==> src/rtl/mult_div_pkg.sv <==
// Shared types and default widths for the mult_div restoring divider.
package mult_div_pkg;

  localparam int A_W   = 16;
  localparam int B_W   = 32;
  localparam int P_W   = A_W + B_W;
  localparam int CNT_W = $clog2(B_W);

  typedef enum logic [1:0] {
    IDLE,
    CALC,
    DONE
  } state_t;

endpackage

==> src/rtl/div_step.sv <==
// One restoring-division step: shift the next dividend bit into the partial
// remainder and subtract the divisor when it fits.
module div_step #(
  parameter int W = 16
) (
  input  logic [W-1:0] prem,
  input  logic         din,
  input  logic [W-1:0] d,
  output logic [W-1:0] rem_next,
  output logic         q
);

  logic [W:0]   t;
  logic [W-1:0] diff;

  // prem < d always holds, so t < 2*d and t-d fits in W bits when q is set.
  assign t        = {prem, din};
  assign q        = (t >= {1'b0, d});
  assign diff     = t[W-1:0] - d;
  assign rem_next = q ? diff : t[W-1:0];

endmodule

==> src/rtl/mult_div.sv <==
// Sequential restoring divider undoing the 16x32 multiplier, one quotient bit per clock.
// Optional MULT_DIV_BYPASS_EN lets a new operation be accepted on the edge a result is consumed.
module mult_div
  import mult_div_pkg::*;
#(
  parameter  int A_WIDTH = A_W,
  parameter  int B_WIDTH = B_W,
  localparam int P_WIDTH = A_WIDTH + B_WIDTH
) (
  input  logic               clk,
  input  logic               rst,
  input  logic               in_valid,
  output logic               in_ready,
  input  logic [P_WIDTH-1:0] p,
  input  logic [A_WIDTH-1:0] a,
  output logic               out_valid,
  input  logic               out_ready,
  output logic [B_WIDTH-1:0] b,
  output logic [A_WIDTH-1:0] rem,
  output logic               div_zero,
  output logic               ovf
);

  localparam int CW = (B_WIDTH > 1) ? $clog2(B_WIDTH) : 1;

  state_t             state;
  logic [A_WIDTH-1:0] div_reg;
  logic [A_WIDTH-1:0] prem_reg;
  logic [B_WIDTH-1:0] sr_reg;
  logic [CW-1:0]      cnt_reg;
  logic [A_WIDTH-1:0] step_rem;
  logic               step_q;
  logic [A_WIDTH-1:0] p_hi;
  logic               accept;

  assign p_hi = p[P_WIDTH-1:B_WIDTH];

`ifdef MULT_DIV_BYPASS_EN
  assign in_ready = (state == IDLE) | ((state == DONE) & out_ready);
`else
  assign in_ready = (state == IDLE);
`endif

  assign accept = in_valid & in_ready;

  // sr_reg shifts dividend bits out of the top while quotient bits enter at the bottom.
  div_step #(.W(A_WIDTH)) u_step (
    .prem     (prem_reg),
    .din      (sr_reg[B_WIDTH-1]),
    .d        (div_reg),
    .rem_next (step_rem),
    .q        (step_q)
  );

  always_ff @(posedge clk or posedge rst) begin
    if (rst) begin
      state     <= IDLE;
      out_valid <= 1'b0;
      b         <= '0;
      rem       <= '0;
      div_zero  <= 1'b0;
      ovf       <= 1'b0;
      div_reg   <= '0;
      prem_reg  <= '0;
      sr_reg    <= '0;
      cnt_reg   <= '0;
    end else begin
      case (state)
        CALC: begin
          prem_reg <= step_rem;
          sr_reg   <= {sr_reg[B_WIDTH-2:0], step_q};
          if (cnt_reg == '0) begin
            state     <= DONE;
            out_valid <= 1'b1;
            b         <= {sr_reg[B_WIDTH-2:0], step_q};
            rem       <= step_rem;
          end else begin
            cnt_reg <= cnt_reg - 1'b1;
          end
        end
        default: begin
          if (state == DONE && out_ready) begin
            state     <= IDLE;
            out_valid <= 1'b0;
          end
          // A later assignment here overrides the consume above when bypass accepts.
          if (accept) begin
            div_zero <= 1'b0;
            ovf      <= 1'b0;
            div_reg  <= a;
            if (a == '0) begin
              state     <= DONE;
              out_valid <= 1'b1;
              div_zero  <= 1'b1;
              b         <= '1;
              rem       <= '0;
            end else if (p_hi >= a) begin
              state     <= DONE;
              out_valid <= 1'b1;
              ovf       <= 1'b1;
              b         <= '1;
              rem       <= '0;
            end else begin
              state    <= CALC;
              prem_reg <= p_hi;
              sr_reg   <= p[B_WIDTH-1:0];
              cnt_reg  <= CW'(B_WIDTH - 1);
            end
          end
        end
      endcase
    end
  end

endmodule

==> config.mk <==
export PLATFORM = sky130hd
export DESIGN_NAME = mult_div
export DESIGN_NICKNAME = d
export VERILOG_FILES = /design/src/rtl/mult_div_pkg.sv /design/src/rtl/div_step.sv /design/src/rtl/mult_div.sv
export SDC_FILE = /design/constraint.sdc
export NUM_CORES = 1
export LEC_CHECK = 0
export CORE_AREA = 2 2 148 114
export DETAILED_ROUTE_END_ITERATION = 16
export DIE_AREA = 0 0 150 116
export PLACE_DENSITY = 0.63
export SETUP_SLACK_MARGIN = 0.2
export SLEW_MARGIN = 20
export SYNTH_ARGS = -nofsm -noshare
export SYNTH_HDL_FRONTEND = slang
export SYNTH_SLANG_ARGS = --single-unit
export TNS_END_PERCENT = 100
==> constraint.sdc <==
create_clock -name clk -period 4.1 [get_ports clk]
set_input_delay 0.615 -clock clk [delete_from_list [all_inputs] [get_ports clk]]
set_output_delay 0.615 -clock clk [all_outputs]
set_load 0.005 [all_outputs]
# ---- Yosys cells after proc, flatten, opt, wreduce, memory -nomap -nowiden
# Cells that the tools add are included.
dict set report word_totals {
  inputBits 68
  ff_bits 122
}
dict set report op_classes {
  reduce_logical 12
  n_bitwise 2
  n_eq_ne 6
  muxes 39
  add_sub_neg 2
  order_cmp 2
}
# operator count
set op_table {}
lappend op_table {{2-to-1 mux 32 bit} 9}
lappend op_table {{2-to-1 mux 16 bit} 10}
lappend op_table {{2-to-1 mux 5 bit} 5}
lappend op_table {{greater-or-equal comparator 17 x 16 -> 1 bit} 1}
lappend op_table {{greater-or-equal comparator 16 bit} 1}
lappend op_table {{logical NOT 16 bit} 1}
lappend op_table {{subtractor 16 bit} 1}
lappend op_table {{2-to-1 mux 2 bit} 6}
lappend op_table {{2-to-1 mux 1 bit} 9}
lappend op_table {{AND reduction 3 bit} 2}
lappend op_table {{nonzero test 3 bit} 2}
lappend op_table {{logical NOT 5 bit} 1}
lappend op_table {{subtractor 5 x 1 -> 5 bit (second input constant)} 1}
lappend op_table {{!= test 2 x 1 -> 1 bit (second input constant)} 2}
lappend op_table {{!= test 2 bit (second input constant)} 2}
lappend op_table {{AND reduction 2 bit} 2}
lappend op_table {{AND reduction 4 bit} 1}
lappend op_table {{equality test 2 x 1 -> 1 bit (second input constant)} 1}
lappend op_table {{equality test 2 bit (second input constant)} 1}
lappend op_table {{logical NOT 2 bit} 1}
lappend op_table {{nonzero test 2 bit} 1}
lappend op_table {{AND 1 bit} 1}
lappend op_table {{logical AND 1 bit} 1}
lappend op_table {{NOT 1 bit} 1}

# ---- Logic depth before layout (Yosys ltp)
dict set report depth {
  word_depth 7
  mapped_depth 12
  depth_no_buf 11
}

# ---- Modules after synthesis
# From an unflattened synthesis, not the netlist that was laid out.
dict set report unflattened {
  hier_cells 641
  area_unflattened_um2 6680.2
}
# mod n_inst area_each_um2 cells_each
set modules_own_cells {}
lappend modules_own_cells {mult_div 1 5521.5 483}
lappend modules_own_cells {div_step 1 1158.6 158}

# ---- Least setup slack after synthesis
# OpenSTA, ideal clock, no wires.
dict set report synth_timing {
  kind {in2reg}
  from {in p[32]}
  to {reg prem_reg[1]}
  arrival_time_ps 2533
  slack_ps 1421
  n_path_buf 2
  path_stages 11
  setup_ps 146
  cell_sequence {inv_1 ha_1 nand2b_1 a21o_1 a211o_1 a211oi_2 o21a_1 buf_4 buf_4 mux2i_1 mux2i_1}
}
dict set report synth_between {
  elab_chain_cells 3
}
# element line
set synth_lines {}
lappend synth_lines {{start, declared} mult_div.sv:14} ;# input logic [P_WIDTH-1:0] p,
lappend synth_lines {{greater-or-equal comparator 16 bit} mult_div.sv:97} ;# end else if (p_hi >= a) begin
lappend synth_lines {{!= test 2 x 1 -> 1 bit (no source line)} --}
lappend synth_lines {{AND reduction 3 bit (no source line)} --}
lappend synth_lines {{end signal, assigned} mult_div.sv:70} ;# prem_reg <= step_rem;
lappend synth_lines {{end signal, assigned} mult_div.sv:105} ;# prem_reg <= p_hi;
lappend synth_lines {{end, declared} mult_div.sv:28} ;# logic [A_WIDTH-1:0] prem_reg;
# No other way between the ends.
# A chain may end at the register's enable or synchronous reset.

# ---- Final worst setup path
dict set report layout_timing {
  from {in a[0]}
  to {reg prem_reg[5]}
}
dict set report layout_between {
  elab_chain_cells 3
  elab_cells_between_ends 5
  cone_classes {order compare: 1; eq/ne: 2; reduce/logical: 2}
}
# element line
set layout_lines {}
lappend layout_lines {{start, declared} mult_div.sv:15} ;# input logic [A_WIDTH-1:0] a,
lappend layout_lines {{greater-or-equal comparator 16 bit / logical NOT 16 bit (equally long branches)} {mult_div.sv:97, mult_div.sv:91}}
lappend layout_lines {{!= test 2 x 1 -> 1 bit (no source line)} --}
lappend layout_lines {{AND reduction 3 bit (no source line) (*)} --}
# Every way passes the cells marked *; elsewhere a longest branch is shown, timed or not.

==> flow_summary.ini <==
[cts]
clock_tree_from_tritoncts = yes
post-cts-setup-buffer-count = 0
tritoncts.num_buffers = 17
ctsHtreeMaxLevel = 4
postCtsResizedCells = 0
tritoncts_num_sinks = 122
longest_clk_path_bufs = 2
hold_buffers = 0
clk-insertion-delay-late_ps = 420
cts.clk_slew.worst_paths_ps = 60
clk_root_buffer_cell = sky130_fd_sc_hd__clkbuf_16

[worst_setup_path]
ff2ff_path_depth = 8
timing.critical_path.fanout_max = 9
timing.critical_path.cells = clkdlybuf4s50_1, ha_1, nand2b_1, a21o_1, a211o_1, a211oi_2, o21a_1, buf_4, mux2i_1, mux2i_1
crit_type = input port to flip-flop
kind_of_end_point_of_the_critical_path = flip-flop
cp_num_buf_inv = 2
timing.critical_path.arrival_ps = 3650
critical_path_depth = 10
cp.required_ps = 4380
ff2ff_setup_slack_ps = 950
cell_with_the_largest_stage_delay_on_the_worst_path = sky130_fd_sc_hd__clkdlybuf4s50_1
setup.worst_path.start_class = input port
critPathTopFamily = compound AO/OA/AOI/OAI gates
r2r-end = prem_reg[13]
cpPeakStageDelay_ps = 590
path_common_cell = sky130_fd_sc_hd__mux2i_1
setup.worst_path.start = a[0]
crit_path_end = prem_reg[5]
worst_r2r_src = div_reg[8]

[cells_and_area]
regArea_um2 = 3050
num-fill-cells = 1415
final_cell_count_no_fill = 960
post-route-util_pct = 53.1
n_antenna_cell = 0
drive_above_1_share_pct = 8.13
flow.area_growth_from_synthesis_pct = 33.2
multiInputGateArea_um2 = 2860
nNetsFinal = 840

[routing]
avgViaCountPerCell = 5.41
drc = 0
vias = 5192
route.final.wire_length_um = 17800
drt_iter0_markers = 304
drtAntennaViolNets = 0
drt_first_pass_iters = 4
route.detailed.wl_per_inst_um = 18.6

[logic_synthesis]
ys_warn_count = 0
proportion_of_synthesized_chip_area_in_sequential_cells_pct = 48.4
synth_top_area_share_pct = 48.4
postSynthNetCount = 722
synth_top_flop_cell = sky130_fd_sc_hd__dfrtp_1
synthCells = 619
post_synth_main_area_contributors = sky130_fd_sc_hd__dfrtp_1 48%, sky130_fd_sc_hd__ha_1 6.7%, sky130_fd_sc_hd__mux2i_1 5.9%, sky130_fd_sc_hd__inv_1 4.0%, sky130_fd_sc_hd__a2bb2oi_1 4.0%
synth_most_common_cell = sky130_fd_sc_hd__dfrtp_1
synth.distinct_cells = 59
ys_async_sr_fraction_pct = 100
synth_seq_cells = 122
synth_largest_area_cell = sky130_fd_sc_hd__dfrtp_1
synthTopCellsByCount = 122 x sky130_fd_sc_hd__dfrtp_1, 68 x sky130_fd_sc_hd__inv_1, 44 x sky130_fd_sc_hd__a21oi_1, 42 x sky130_fd_sc_hd__nand2_1, 37 x sky130_fd_sc_hd__mux2i_1
synth-edff-count = 0
avgSynthCellArea_um2 = 10.2
synth.cell_area_um2 = 6310

[placement]
io_buf_count = 119
dpl.cell_count = 928
place_congestion = 0.851
post-dp-hpwl_um = 12800
dp_slack_ps = 329

[grt]
globalRouteMet2Util_pct = 32.8
grt-busiest-layer = met2
grt_util_met1_pct = 30.5
grt_usage_pct = 21.5
grt_overflow_total = 0
first_global_vias = 5401
grt_pass1_wl_um = 28800
grt_max_degree = 57
met3_usage_pct = 5.24
grt_antenna_before_repair = 0

[floorplan]
core_region_um2 = 15800
row_count = 40
initial_core_util_pct = 39.9
floorplan.io_pins = 120
design.die.area_um2 = 17400
chipHeight_um = 116
dieWidth_um = 150

[power]
power_leakage_nw = 3.74
powerDensity_nw_per_um2 = 876
peak_supply_drop_v = 0.000361

[sta]
setup-tns-final_ps = 0
report.final.hold_viol_count = 0
tightest_slew_ps = 842
clock_skew_ps = 7.16
maxSlewHeadroom_pct = 43.4
setup_repair_after_global_routing_missed_its_margin = false
setup_ws_ps = 734
fmax_ghz = 0.297
finalSetupViolCount = 0
final_period_minus_worst_setup_slack_ps = 3370
finalCritPeriodShare_pct = 82.1
final_max_slew_viol_count = 0

[worst_hold_path]
hp-class = flip-flop to flip-flop

[status]
status = finished, final reports clean

[run]
cap_violations = 0
==> cell families (layout without fill, tap and decap cells) <==
| family | after synthesis | after routing | share of synthesized area [%] |
|---|---|---|---|
| simple gates | 110 | 110 | 8.31 |
| mux | 38 | 38 | 6.05 |
| flops | 122 | 122 | 48.4 |
| xor+xnor | 15 | 15 | 2.08 |
| fa+ha+maj | 35 | 35 | 7.06 |
| buf+inv | 102 | 233 | 6.79 |
| compound gates | 197 | 197 | 21.3 |
==> report_power, final <==
| group | switching [W] | internal [W] | leakage (nW) |
|---|---|---|---|
| clock | 0.000586 | 0.00110 | 0.309 |
| combinational | 0.00193 | 0.00165 | 2.13 |
| sequential | 0.000340 | 0.00175 | 1.30 |
| total | 0.00285 | 0.00450 | 3.74 |
==> worst reg2reg max path: cells and delay by family (launching register included) <==
| family | cells | cell delay, ps |
|---|---|---|
| mux | 1 | 270 |
| buf+inv | 1 | 80 |
| simple gates | 3 | 1370 |
| compound gates | 2 | 600 |
| flops | 1 | 320 |
| fa+ha+maj | 1 | 420 |
==> cell type report <==
class                      instances  share of cell area [%]
timing repair buffer             133                    15.6
tap                              210                    3.13
multi-input combinational        395                    34.0
sequential                       122                    36.4
clock buffer                      18                    5.23
inverter                          68                    3.07
clock inverter                    14                    2.62
==> metrics by stage <==
step                      area, µm²  total power, W  hold slack (ps)
after floorplan                6310         0.00451              452
after global placement         7730         0.00556              474
after detailed placement       7730         0.00564              469
after CTS                      8390         0.00735              481
after global routing           8400         0.00788              511
final                          8400         0.00735              473
==> how the worst min path moves through the flow <==
stage | startpoint | end | slack [ps] | cells after the start
after floorplan | div_reg[0] | div_reg[0] | 450 | 2
after global placement | b[25] | b[25] | 470 | 1
after detailed placement | ovf | ovf | 470 | 2
after CTS | ovf | ovf | 480 | 2
after global routing | ovf | ovf | 510 | 2
final | ovf | ovf | 470 | 2
==> cells in the final DEF, fill, tap and decap left out, drive strengths merged, types with 3 or more instances in the layout <==
cell type | netlist | final
xor2 | 6 | 6
ha | 34 | 34
a2bb2oi | 29 | 29
xnor2 | 9 | 9
inv | 68 | 69
mux2i | 37 | 37
nor3 | 7 | 7
clkbuf | 25 | 18
clkdlybuf4s50 | 0 | 119
o2bb2ai | 16 | 16
clkinvlp | 0 | 4
a21o | 7 | 7
or3 | 5 | 5
a22oi | 3 | 3
dfrtp | 122 | 122
a211oi | 4 | 4
nand4 | 3 | 3
a221oi | 3 | 3
bufinv | 0 | 5
a31oi | 4 | 4
clkinv | 0 | 4
nand2 | 43 | 43
o21ai | 38 | 38
nor2 | 21 | 21
o22a | 3 | 3
o22ai | 27 | 27
buf | 9 | 14
nand3 | 9 | 9
nand2b | 5 | 5
a21oi | 47 | 47
nor4 | 6 | 6
==> per-layer routing <==
| metal | part of all wire [%] | up-vias |
|---|---|---|
| met5 | 0 | - |
| met4 | 1.0 | 0 |
| met3 | 4.8 | 18 |
| met2 | 46 | 127 |
| met1 | 49 | 2579 |
| li1 | - | 2468 |
Power figures use the tool's default switching activity.
